## src/rtl/alu_issue_ctrl.sv

```systemverilog
// Purpose: decode one instruction per handshake into an ALU op, register operands, capture result and flags.
// Latency: accept cycle -> EXEC -> DONE; the result is presented in the second cycle after the accept cycle.
// Backpressure: in_ready is high only in IDLE; DONE holds res_valid/res_data/res_err/flags until res_ready.
module alu_issue_ctrl (
  input  logic        clk,
  input  logic        rst,
  input  logic        in_valid,
  output logic        in_ready,
  input  logic [5:0]  in_opcode,
  input  logic [4:0]  in_func,
  input  logic [4:0]  in_shamt,
  input  logic [31:0] in_a,
  input  logic [31:0] in_b,
  output logic [31:0] alu_a,
  output logic [31:0] alu_b,
  output logic [3:0]  alu_op,
  output logic [4:0]  alu_shamt,
  input  logic [31:0] alu_result,
  input  logic        alu_zero,
  input  logic        alu_sign,
  input  logic        alu_carry,
  output logic        res_valid,
  input  logic        res_ready,
  output logic [31:0] res_data,
  output logic        res_err,
  output logic        flag_z,
  output logic        flag_s,
  output logic        flag_c
);

  typedef enum logic [1:0] {
    IDLE = 2'd0,
    EXEC = 2'd1,
    DONE = 2'd2
  } state_t;

  // ALU op encodings; 0000 makes the ALU forward operand a.
  localparam logic [3:0] OP_PASS  = 4'b0000;
  localparam logic [3:0] OP_ADD   = 4'b0001;
  localparam logic [3:0] OP_AND   = 4'b0010;
  localparam logic [3:0] OP_XOR   = 4'b0011;
  localparam logic [3:0] OP_DIFF  = 4'b0100;
  localparam logic [3:0] OP_COMP  = 4'b0101;
  localparam logic [3:0] OP_SHLLV = 4'b1000;
  localparam logic [3:0] OP_SHRLV = 4'b1001;
  localparam logic [3:0] OP_SHRAV = 4'b1010;
  localparam logic [3:0] OP_SHLL  = 4'b1100;
  localparam logic [3:0] OP_SHRL  = 4'b1101;
  localparam logic [3:0] OP_SHRA  = 4'b1110;

  state_t     state;
  state_t     nextState;
  logic [3:0] decOp;
  logic       decIllegal;
  logic       accept;
  logic       errReg;

  assign accept  = in_valid && (state == IDLE);
  assign res_err = errReg;

  // Translate opcode/func into the ALU op code; anything unrecognised is flagged illegal.
  always_comb begin
    decOp      = OP_PASS;
    decIllegal = 1'b0;
    case (in_opcode)
      6'b000000: begin
        case (in_func)
          5'b00000: decOp = OP_ADD;
          5'b00001: decOp = OP_COMP;
          5'b00010: decOp = OP_AND;
          5'b00011: decOp = OP_XOR;
          5'b00100: decOp = OP_DIFF;
          5'b01000: decOp = OP_SHLL;
          5'b01001: decOp = OP_SHRL;
          5'b01010: decOp = OP_SHRA;
          5'b01100: decOp = OP_SHLLV;
          5'b01101: decOp = OP_SHRLV;
          5'b01110: decOp = OP_SHRAV;
          default:  decIllegal = 1'b1;
        endcase
      end
      6'b000001: decOp = OP_ADD;
      6'b000010: decOp = OP_AND;
      6'b000011: decOp = OP_XOR;
      default:   decIllegal = 1'b1;
    endcase
  end

  // State register.
  always_ff @(posedge clk) begin
    if (rst) state <= IDLE;
    else     state <= nextState;
  end

  // Next-state and handshake outputs.
  always_comb begin
    nextState = state;
    in_ready  = 1'b0;
    res_valid = 1'b0;
    case (state)
      IDLE: begin
        in_ready = 1'b1;
        if (in_valid) nextState = EXEC;
      end
      EXEC: nextState = DONE;
      DONE: begin
        res_valid = 1'b1;
        if (res_ready) nextState = IDLE;
      end
      default: nextState = IDLE;
    endcase
  end

  // Operand/op registers load only on accept so the ALU inputs hold between instructions.
  always_ff @(posedge clk) begin
    if (rst) begin
      alu_a     <= '0;
      alu_b     <= '0;
      alu_op    <= OP_PASS;
      alu_shamt <= '0;
      errReg    <= 1'b0;
    end else if (accept) begin
      alu_a     <= in_a;
      alu_b     <= in_b;
      alu_op    <= decOp;
      alu_shamt <= in_shamt;
      errReg    <= decIllegal;
    end
  end

  // Capture the settled ALU result and, for legal ops, the flags at the end of EXEC.
  // Carry is architecturally defined only by add, so every other op leaves it alone.
  always_ff @(posedge clk) begin
    if (rst) begin
      res_data <= '0;
      flag_z   <= 1'b0;
      flag_s   <= 1'b0;
      flag_c   <= 1'b0;
    end else if (state == EXEC) begin
      res_data <= alu_result;
      if (!errReg) begin
        flag_z <= alu_zero;
        flag_s <= alu_sign;
        if (alu_op == OP_ADD) flag_c <= alu_carry;
      end
    end
  end

endmodule

```

## config.mk

```make
export PLATFORM = sky130hd
export DESIGN_NAME = alu_issue_ctrl
export DESIGN_NICKNAME = d
export VERILOG_FILES = /design/src/rtl/alu_issue_ctrl.sv
export SDC_FILE = /design/constraint.sdc
export NUM_CORES = 1
export LEC_CHECK = 0
export CAP_MARGIN = 40
export CORE_MARGIN = 2
export CORE_UTILIZATION = 41
export CTS_CLUSTER_DIAMETER = 50
export DETAILED_ROUTE_END_ITERATION = 10
export PLACE_DENSITY = 0.85
export SLEW_MARGIN = 25
export SYNTH_ARGS = -nofsm -noshare
export SYNTH_HDL_FRONTEND = slang
export SYNTH_SLANG_ARGS = --single-unit
```

## constraint.sdc

```tcl
create_clock -name clk -period 2.3 [get_ports clk]
set_input_delay 0.69 -clock clk [delete_from_list [all_inputs] [get_ports clk]]
set_output_delay 0.69 -clock clk [all_outputs]
set_load 0.01 [all_outputs]
```

==> metrics.txt <==
status=completed; ratio of cells with drive above 1 in the final layout=0.0487; Worst setup EP type=output port; mux cell area share after synthesis=0.00789; R2R depth=4; Final GP Congestion=~0.8; antenna violations before repair=0; post-synth top area cell=dfxtp_1; Post-Synth XOR/XNOR Area=0; filler instances=~730; final hold vios=0; measured slew at the worst slew-check pin=roughly 450 ps; GRT Overall Usage=0.224; core area=around 0.0093 sq mm; Async SR Flop Fraction=0; Die W=between 100 and 150 um; Num CTS Buffers=9; met1 Track Usage GR=0.264; Hold Crit Endpoint=alu_b[2]; Reg-to-Reg Start=state[1]; Avg Inst Size Synth=a little under 8 sq um; CTS Buffer Depth=2; wire per inst=between 10 and 15 um; Cells after Synth=around 500; Root Buffer=clkbuf_8; dpl cells=~830; Worst EP arrival=approximately 1500 ps; Synth Area in Adders=0; worst hold path stage count=2; post-route ant nets=0; Clock Skew=roughly 16 ps; worst skew pair latency=between 300 and 400 ps; # diodes=0; Yosys warnings=0; met2 usage=0.400; clk sinks=between 100 and 150; pre-CTS setup slack=-47.9 ps; largest family of logic cells by synthesized area=simple AND/OR/NAND/NOR gates; startpoint types=register; Final Max Tran Viols=0; GR Util met3=0.0486; # H-tree levels=3; Max Clk Rate=455 MHz; post-synthesis cell type count=27; vias in the first global route=3961; Final period util=0.955; CTS tree=yes; placed inst area=approximately 0.0064 sq mm; Synth Area in Simple Gates=0.234; Sw Ratio=0.265; Gate power share=0.198; register area share after synthesis=0.561; R2R Path End=alu_a[28]; die footprint=around 0.010 sq mm; minimum clock period=between 2000 and 2500 ps; maxcap violations=0; Hold Path Origin=alu_b[2]; fin area=0.00658 sq mm; share of the synthesized area in the top cell type=0.561; largest net degree at the start of global routing=51; Worst Path Required=roughly 1600 ps; unrepaired setup endpoints after global routing=no; r2r setup slk=around 740 ps; Vias/cell=around 5; top_reg_cell synth=dfxtp_1; Int Pwr=2.97 mW; power share of the clock group=0.284; Syn Nets=620; most common cell in the netlist=nand2_1; IO Count=between 200 and 250; register area=0.00222 sq mm; die height=slightly above 100 um; vias=between 4000 and 5000; static leakage=2.39 nW; Pre-Repair DR Iteration Count=5; Buffers on Ports=229; #FFs+latches synth=111; Crit Path Max Fanout=6; worst setup path class=register to output port; Site Rows=35; Slew Limit Headroom=0.695; GRT busiest layer=met2; top post-synthesis cells by count=208 x nand2_1, 111 x dfxtp_1, 107 x a21oi_1, 21 x clkbuf_1, 15 x buf_2; DR DRC count=0; grt total ovfl=0; Routed WL=around 12000 um; Post-DP HPWL=between 9000 and 10000 um; Final nets=~830; Multi-input gate area=roughly 0.0016 sq mm; clock slew at reported path FFs=about 110 ps; Initial Utilization=0.425; mapped cell area=0.00396 sq mm; EDFF count, synth=0; Power Total=roughly 4.0 mW; first-pass GRT wire length=around 19000 um; sequential power share=0.518; area grow syn2layout=65.9%; Hold WC Path Type=register to register; fin worst setup slack=103 ps; Synth area leaders=dfxtp_1 56%, nand2_1 20%, a21oi_1 14%; P per Cell Area=between 600 and 700 mW/mm^2; net load switching power=around 1.1 mW; fin cells=848; VDD IR max=0.000376 V; Synth Area in Compound Gates=0.155; 1st-iter DRT viols=about 140; endpoints failing setup=0; Post-CTS Hold Fix Bufs=0
==> sequential cells by signal, summed over array words and instances, names as in the netlist <==
| register | cells |
|---|---|
| alu_a | 32 |
| alu_op | 4 |
| flag_s | 1 |
| state | 2 |
| flag_z | 1 |
| res_data | 32 |
| alu_b | 32 |
| alu_shamt | 5 |
| flag_c | 1 |
| res_err | 1 |
==> power groups by stage <==
stage | combinational, mW | clock, mW | sequential (mW)
after global placement | 0.787 | 0 | 2.13
after detailed placement | 0.804 | 0 | 2.14
after CTS | 0.808 | 1.17 | 2.09
final | 0.801 | 1.15 | 2.09
after floorplan | 0.252 | 0 | 2.18
after global routing | 0.874 | 1.25 | 2.10
==> worst max-delay path by stage <==
stage          startpoint   endpoint  slack (ps)  cells after the start
2_1_floorplan    in_valid  alu_op[0]         580                      5
3_3_place_gp     in_valid   alu_a[5]          -8                      5
3_5_place_dp     in_valid  alu_a[25]         -50                      5
4_1_cts          state[1]  res_valid          20                      2
5_1_grt          state[1]  res_valid          10                      2
6_report         state[1]  res_valid         100                      2
==> per-stage QoR <==
stage,util,hold slack (ps),setup TNS (ps)
6_report,0.705,461,0
5_1_grt,0.705,479,0
4_1_cts,0.705,463,0
3_5_place_dp,0.684,449,-452
3_3_place_gp,0.684,440,-20.2
2_1_floorplan,-,481,0
==> what timing repair did <==
item                                    4_1_cts  5_1_grt
gates resized for setup                       0        1
buffers inserted                              0        0
endpoints found under the setup margin        0        1
endpoints found under the hold margin         0        0
==> cell type report <==
type                            instances  area share
Timing Repair Buffer                  239       0.367
Sequential cell                       111       0.338
Clock inverter                          5     0.00704
Tap cell                              129      0.0245
Multi-Input combinational cell        352       0.240
Clock buffer                           11      0.0230
Inverter                                1    0.000571
==> placed cells by master (no fill, tap or decap), types with 2 or more instances in the layout <==
master / n
o21ai_0: 4
a21oi_1: 107
mux2i_1: 2
clkbuf_8: 11
nor2_1: 5
inv_6: 3
nor3_1: 3
o31a_1: 2
nand2b_1: 2
nand4_1: 2
clkdlybuf4s50_1: 228
nand2_1: 208
buf_12: 4
dfxtp_1: 110
nor2b_1: 3
buf_4: 7
nor3b_1: 2
==> kinds of logic (layout without fill, tap and decap cells) <==
logic type / after synthesis / in the layout
and+or+nand+nor: 232 / 232
AOI/OAI and AO/OA: 117 / 117
DFF: 111 / 111
muxes: 3 / 3
buffers and inverters: 38 / 256
==> worst max-delay path: stages (launching register included) <==
cell	delay (ps)
dfxtp_2	380
nor2b_1	180
clkdlybuf4s50_1	600
==> per-layer routing <==
metal	vias up	routed length, um
li1	2045	-
met5	-	0
met4	0	323
met3	24	831
met2	156	6090
met1	1936	4920
(Power assumes the default switching activity.)
